## config.mk

```make
export PLATFORM = sky130hd
export DESIGN_NAME = regfile_wb_arbiter_flat
export DESIGN_NICKNAME = d
export VERILOG_FILES = /design/src/rtl/regfile_pkg.sv /design/src/rtl/regfile_wb_arbiter_if.sv /design/src/rtl/regfile_wb_arbiter_rr_arbiter2.sv /design/src/rtl/regfile_wb_arbiter.sv /design/src/flat_wrapper.sv
export SDC_FILE = /design/constraint.sdc
export NUM_CORES = 1
export LEC_CHECK = 0
export BUFFER_PORTS_ARGS = -buffer_cell sky130_fd_sc_hd__buf_2
export CAP_MARGIN = 10
export CORE_ASPECT_RATIO = 0.75
export CORE_UTILIZATION = 36
export DETAILED_ROUTE_END_ITERATION = 10
export HOLD_SLACK_MARGIN = 0.05
export PLACE_DENSITY_LB_ADDON = 0.08
export SYNTH_ARGS = -nofsm -noshare
export SYNTH_HDL_FRONTEND = slang
export SYNTH_SLANG_ARGS = --single-unit
```

## constraint.sdc

```tcl
create_clock -name clk -period 1.3 [get_ports clk]
set_input_delay 0.26 -clock clk [delete_from_list [all_inputs] [get_ports clk]]
set_output_delay 0.26 -clock clk [all_outputs]
set_load 0.05 [all_outputs]
```

## src/rtl/regfile_pkg.sv

```systemverilog
// Shared constants and grant-port encoding for the register-file writeback arbiter.
package regfile_pkg;
  localparam int DATA_W   = 32;
  localparam int ADDR_W   = 5;
  localparam int NUM_REGS = 2 ** ADDR_W;

  typedef enum logic {
    GRANT_P0 = 1'b0,
    GRANT_P1 = 1'b1
  } grant_port_e;
endpackage

```

## src/rtl/regfile_wb_arbiter_if.sv

```systemverilog
// Bus bundle for the writeback arbiter: two request ports, the register-file write port,
// and the issue-stage reservation / pending-write scoreboard.
interface regfile_wb_if #(
  parameter int DATA_W = regfile_pkg::DATA_W,
  parameter int ADDR_W = regfile_pkg::ADDR_W
);
  // valid/ready: a requester raises valid with rd/data and holds all three unchanged until a
  // rising edge where its ready is also high; that edge is the transfer. ready is only ever
  // high for the one granted port, and only while that port's valid is high.
  logic                 req0_valid;
  logic                 req0_ready;
  logic [ADDR_W-1:0]    req0_rd;
  logic [DATA_W-1:0]    req0_data;
  logic                 req1_valid;
  logic                 req1_ready;
  logic [ADDR_W-1:0]    req1_rd;
  logic [DATA_W-1:0]    req1_data;
  logic                 wr_en;
  logic [ADDR_W-1:0]    wr_rd;
  logic [DATA_W-1:0]    wr_data;
  logic                 alloc_valid;
  logic [ADDR_W-1:0]    alloc_rd;
  logic [2**ADDR_W-1:0] reg_busy;

  modport slave (
    input  req0_valid, req0_rd, req0_data,
    input  req1_valid, req1_rd, req1_data,
    input  alloc_valid, alloc_rd,
    output req0_ready, req1_ready,
    output wr_en, wr_rd, wr_data,
    output reg_busy
  );

  modport master (
    output req0_valid, req0_rd, req0_data,
    output req1_valid, req1_rd, req1_data,
    output alloc_valid, alloc_rd,
    input  req0_ready, req1_ready,
    input  wr_en, wr_rd, wr_data,
    input  reg_busy
  );
endinterface

```

## src/rtl/regfile_wb_arbiter_rr_arbiter2.sv

```systemverilog
// Two-way round-robin arbiter: one-hot grant from valids; on contention the port not granted last wins.
module rr_arbiter2
  import regfile_pkg::*;
(
  input  logic        clk,
  input  logic        rst,
  input  logic [1:0]  valid,
  output logic [1:0]  grant,
  output grant_port_e last_grant
);
  grant_port_e last_q, last_d;

  always_comb begin
    grant  = 2'b00;
    last_d = last_q;
    if (!rst) begin
      case (valid)
        2'b01:   grant = 2'b01;
        2'b10:   grant = 2'b10;
        2'b11:   grant = (last_q == GRANT_P1) ? 2'b01 : 2'b10;
        default: grant = 2'b00;
      endcase
    end
    // Every grant is a transfer because ready mirrors grant, so history moves on any grant.
    if (grant[0]) begin
      last_d = GRANT_P0;
    end else if (grant[1]) begin
      last_d = GRANT_P1;
    end
  end

  always_ff @(posedge clk or posedge rst) begin
    if (rst) begin
      last_q <= GRANT_P1;
    end else begin
      last_q <= last_d;
    end
  end

  assign last_grant = last_q;
endmodule

```

## src/rtl/regfile_wb_arbiter.sv

```systemverilog
// Writeback arbiter: merges ALU (port 0) and LSU (port 1) results into one register-file write port.
// Optional pending-write scoreboard enabled by defining REGFILE_WB_SCOREBOARD_EN.
module regfile_wb_arbiter #(
  parameter int DATA_W = regfile_pkg::DATA_W,
  parameter int ADDR_W = regfile_pkg::ADDR_W
) (
  input  logic                     clk,
  input  logic                     rst,
  regfile_wb_if.slave              bus,
  output regfile_pkg::grant_port_e dbg_last_grant
);
  import regfile_pkg::*;

  localparam int NREGS = 2 ** ADDR_W;

  logic [1:0]        grant;
  logic              xfer;
  logic [ADDR_W-1:0] sel_rd;
  logic [DATA_W-1:0] sel_data;
  logic              wr_en_q, wr_en_d;
  logic [ADDR_W-1:0] wr_rd_q, wr_rd_d;
  logic [DATA_W-1:0] wr_data_q, wr_data_d;

  rr_arbiter2 u_arb (
    .clk        (clk),
    .rst        (rst),
    .valid      ({bus.req1_valid, bus.req0_valid}),
    .grant      (grant),
    .last_grant (dbg_last_grant)
  );

  assign bus.req0_ready = grant[0];
  assign bus.req1_ready = grant[1];

  always_comb begin
    xfer      = |grant;
    sel_rd    = grant[1] ? bus.req1_rd   : bus.req0_rd;
    sel_data  = grant[1] ? bus.req1_data : bus.req0_data;
    // rd 0 is the hardwired zero register: the grant is consumed but nothing is written.
    wr_en_d   = xfer && (sel_rd != '0);
    wr_rd_d   = wr_rd_q;
    wr_data_d = wr_data_q;
    if (xfer) begin
      wr_rd_d   = sel_rd;
      wr_data_d = sel_data;
    end
  end

  always_ff @(posedge clk or posedge rst) begin
    if (rst) begin
      wr_en_q   <= 1'b0;
      wr_rd_q   <= '0;
      wr_data_q <= '0;
    end else begin
      wr_en_q   <= wr_en_d;
      wr_rd_q   <= wr_rd_d;
      wr_data_q <= wr_data_d;
    end
  end

  assign bus.wr_en   = wr_en_q;
  assign bus.wr_rd   = wr_rd_q;
  assign bus.wr_data = wr_data_q;

`ifdef REGFILE_WB_SCOREBOARD_EN
  logic [NREGS-1:0] busy_q, busy_d;

  always_comb begin
    busy_d = busy_q;
    if (wr_en_d) begin
      busy_d[sel_rd] = 1'b0;
    end
    // A same-edge reservation comes from a newer producer, so it overrides the clear.
    if (bus.alloc_valid) begin
      busy_d[bus.alloc_rd] = 1'b1;
    end
    busy_d[0] = 1'b0;
  end

  always_ff @(posedge clk or posedge rst) begin
    if (rst) begin
      busy_q <= '0;
    end else begin
      busy_q <= busy_d;
    end
  end

  assign bus.reg_busy = busy_q;
`else
  logic unused_alloc;
  assign unused_alloc = ^{bus.alloc_valid, bus.alloc_rd, NREGS[0]};
  assign bus.reg_busy = '0;
`endif
endmodule

```

## src/flat_wrapper.sv

```systemverilog
// flat-port wrapper written by rule: the top's interface ports become plain ports
module regfile_wb_arbiter_flat import regfile_pkg::*;
#(
  parameter int DATA_W = regfile_pkg::DATA_W,
  parameter int ADDR_W = regfile_pkg::ADDR_W
)
  (clk, rst, dbg_last_grant, bus_req0_valid, bus_req0_rd, bus_req0_data, bus_req1_valid, bus_req1_rd, bus_req1_data, bus_alloc_valid, bus_alloc_rd, bus_req0_ready, bus_req1_ready, bus_wr_en, bus_wr_rd, bus_wr_data, bus_reg_busy);
  regfile_wb_if #(.DATA_W(DATA_W), .ADDR_W(ADDR_W)) bus_i ();
  input  logic clk;
  input  logic rst;
  output regfile_pkg::grant_port_e dbg_last_grant;
  input wire logic [$bits(bus_i.req0_valid)-1:0] bus_req0_valid;
  input wire logic [$bits(bus_i.req0_rd)-1:0] bus_req0_rd;
  input wire logic [$bits(bus_i.req0_data)-1:0] bus_req0_data;
  input wire logic [$bits(bus_i.req1_valid)-1:0] bus_req1_valid;
  input wire logic [$bits(bus_i.req1_rd)-1:0] bus_req1_rd;
  input wire logic [$bits(bus_i.req1_data)-1:0] bus_req1_data;
  input wire logic [$bits(bus_i.alloc_valid)-1:0] bus_alloc_valid;
  input wire logic [$bits(bus_i.alloc_rd)-1:0] bus_alloc_rd;
  output wire logic [$bits(bus_i.req0_ready)-1:0] bus_req0_ready;
  output wire logic [$bits(bus_i.req1_ready)-1:0] bus_req1_ready;
  output wire logic [$bits(bus_i.wr_en)-1:0] bus_wr_en;
  output wire logic [$bits(bus_i.wr_rd)-1:0] bus_wr_rd;
  output wire logic [$bits(bus_i.wr_data)-1:0] bus_wr_data;
  output wire logic [$bits(bus_i.reg_busy)-1:0] bus_reg_busy;
  assign bus_i.req0_valid = bus_req0_valid;
  assign bus_i.req0_rd = bus_req0_rd;
  assign bus_i.req0_data = bus_req0_data;
  assign bus_i.req1_valid = bus_req1_valid;
  assign bus_i.req1_rd = bus_req1_rd;
  assign bus_i.req1_data = bus_req1_data;
  assign bus_i.alloc_valid = bus_alloc_valid;
  assign bus_i.alloc_rd = bus_alloc_rd;
  assign bus_req0_ready = bus_i.req0_ready;
  assign bus_req1_ready = bus_i.req1_ready;
  assign bus_wr_en = bus_i.wr_en;
  assign bus_wr_rd = bus_i.wr_rd;
  assign bus_wr_data = bus_i.wr_data;
  assign bus_reg_busy = bus_i.reg_busy;
  regfile_wb_arbiter #(.DATA_W(DATA_W), .ADDR_W(ADDR_W)) u_core (.clk(clk), .rst(rst), .bus(bus_i), .dbg_last_grant(dbg_last_grant));
endmodule
```

==> results.md <==
* Outcome: finished, violations left
* Failing checks: negative setup slack
* WP data arrival at 1.29 ns
* Fmax at 0.644 GHz
* FF+latch count, synth at 39
* Combinational Power Share at 41.3%
* Syn_area_per_cell at 11.0 µm²
* Yosys top cell area share at 45.8%
* Die area at 6080 µm²
* Setup TNS Final at -5.24 ns
* Commonest non-fill, non-tap cell in the layout: buf_2
* Endpoints failing setup at 41
* CTS sink count at 39
* Initial antenna violation count at 0
* Max Slew Vio Count at 0
* Clk network pwr share at 26.1%
* Residual DRC count at 0
* Die Ht at 67.8 µm
* Fillers at 478
* Synth area leader: dfrtp_1
* Pwr/cell area at 1460 nW/µm²
* Post-Route WL at 5750 µm
* Number of library cell types mapped by synthesis at 27
* Reg clk slew, reported paths at 0.08 ns
* Placed Area at 2850 µm²
* Final hold violation count at 0
* Num CTS Buffers at 5
* TritonCTS clock tree: yes
* Nets@finish at 405
* CP bufs+invs at 1
* Worst-skew pair later-pin latency at 0.29 ns
* Root Driver: clkbuf_8
* Kind of critical path: reg -> out
* CP startpoint kind: register
* Register area at 977 µm²
* CP required at 1.04 ns
* Final ANT Viol Nets at 0
* Pwr Total at 4600 µW
* # IOs at 157
* DP Wirelength at 4060 µm
* PnR worst setup slack at -0.253 ns
* Gpl congestion at 0.709
* Sw Ratio at 39.7%
* Max_cap viols at 0
* Critical Path Fanout Max at 2
* Flop pwr share at 32.6%
* Via count of the routed design at 1,929
* DRT Pass-1 Iters at 4
* Top post-synthesis cells by area: dfrtp_1, a221o_1, buf_4
* Share of layout cells above drive strength 1 at 59.3%
* Area delta synth->final at 52.0%
* Sequential share of the synthesized area at 47.0%
* First-pass GRT wire length at 8760 µm
* Synth Cell Area at 2080 µm²
* Iteration-0 DRC Markers at 50
* Largest stage delay, worst path at 0.57 ns
* Global route overflow at 0
* Placeable Area at 5440 µm²
* Synth Instances at 189
* Fin crit period at 1.55 ns
* IO Port Bufs at 118
* Vias per cell at 4.86
* Most frequent cells in the layout: buf_2, dfrtp_1, a221o_1, conb_1, and3_4
* Cell row count at 23
* Multi-input gate area at 1040 µm²
* Leak at 0.00158 µW
* Vias in the first global route at 1,776
* Setup Skew at 0.00506 ns
* Critical-path cell list: nand2_4, a21oi_4, buf_6
* Initial Util at 38.2%
* VDD IR max at 0.000625 V
* Post-CTS Hold Fix Bufs at 0
* Total GRT Usage at 18.6%
* Synthesis Warnings at 0
* Final instance area at 3160 µm²
* Internal at 2770 µW
* Psw at 1830 µW
* Worst Hold Class: in -> async
* Ant. Diodes at 0
* Clock buffer depth at 2
* Slowest-stage cell, CP: dfstp_2
* Crit end category: output pin
* CP delay by family, top: flip-flops
* Post-DR wirelength/cell at 14.5 µm
* Die Width at 89.7 µm
* Level count of the clock H-tree at 2
* Final Cycle Share at 119%
* RSZ-0062 raised after global routing: yes
* Largest net degree at the start of global routing at 33
* Core Util, Final at 58.0%
what timing repair did:
action | in CTS | in global routing
cloned | 0 | 3
pin swaps | 2 | 6
resized for setup | 6 | 16
buffers inserted | 1 | 1
hold endpoints to repair | 0 | 0
endpoints found under the setup margin | 38 | 41
state kept, by name (all words and copies together), names as in the netlist:
signal                   count
u_core.u_arb.last_grant      1
u_core.bus.wr_rd             5
u_core.bus.wr_data          32
u_core.bus.wr_en             1
worst register-to-register path: stages, from the launching register on:
cell and delay (ns):
dfstp_2 0.57, nand2_4 0.07, buf_8 0.15, clkbuf_16 0.15, and3_4 0.14, a221o_1 0.26
final cells by class:
cell class	instances	area share [%]
multi-input cells	133	33.1
clock buffers	6	2.30
flip-flops and latches	39	31.0
inverters	1	0.238
well taps	75	2.97
repair buffers	141	28.5
clock inverters	2	1.90
path summary, 6_finish.rpt:
path,start,end,slack [ns],depth (start not counted)
min,rst,u_core.bus.wr_data[29]$_DFFE_PP0P_,0.18,4
min reg2reg,u_core.bus.wr_data[16]$_DFFE_PP0P_,u_core.bus.wr_data[16]$_DFFE_PP0P_,0.51,1
max,u_core.u_arb.last_grant$_DFFE_PP1P_,bus_req0_ready,-0.25,3
max reg2reg,u_core.u_arb.last_grant$_DFFE_PP1P_,u_core.bus.wr_data[23]$_DFFE_PP0P_,-0.16,5
min in group clk,bus_req0_data[0],u_core.bus.wr_data[0]$_DFFE_PP0P_,0.20,2
max in group asynchronous,rst,u_core.u_arb.last_grant$_DFFE_PP1P_,0.83,4
metrics by stage:
step                      instances  setup WS, ns  hold WS, ns
after floorplan                 220        -0.301        0.236
after global placement          384        -0.116        0.489
after detailed placement        384        -0.129        0.492
after CTS                       393        -0.271        0.184
after global routing            397        -0.290        0.191
final                           397        -0.253        0.179
kinds of logic after synthesis:
kind of cell / synth area share, %
other: 0.181
AO/OA/AOI/OAI: 20.7
flip-flops: 47.0
buffers and inverters: 16.6
AND/OR/NAND/NOR: 15.5
routing by layer:
metal	vias up	wire length [µm]	global-route usage, %
met1	920	2650	25.3
met4	0	15	5.53
met5	-	0	0
met3	2	371	4.39
met2	91	2720	29.7
li1	916	-	-
cell usage after synthesis:
master    count
o21ba_2       1
nand2b_1      1
nand2_2       1
conb_1        1
buf_2         6
nor2_1        9
nor2b_4       1
inv_1         1
a221o_1      32
dfrtp_1      38
nand2_1       2
and3_2        5
buf_4        33
a22o_1        1
and3_4        1
buf_6         3
nor3_1        2
and2_2        1
a21oi_4       1
and3_1       26
o21bai_2      1
nand3_1       5
a31oi_1       6
clkbuf_1      4
dfstp_2       1
buf_8         1
o21ai_0       5
power by group through the flow:
stage	Combinational, µW	Sequential [µW]	Clock, µW
6_report	1900	1500	1200
4_1_cts	1810	1500	1230
2_1_floorplan	720	2190	0
3_5_place_dp	1780	1520	0
5_1_grt	2000	1530	1280
3_3_place_gp	1780	1520	0
No activity file was read; power rests on OpenSTA's default activity.
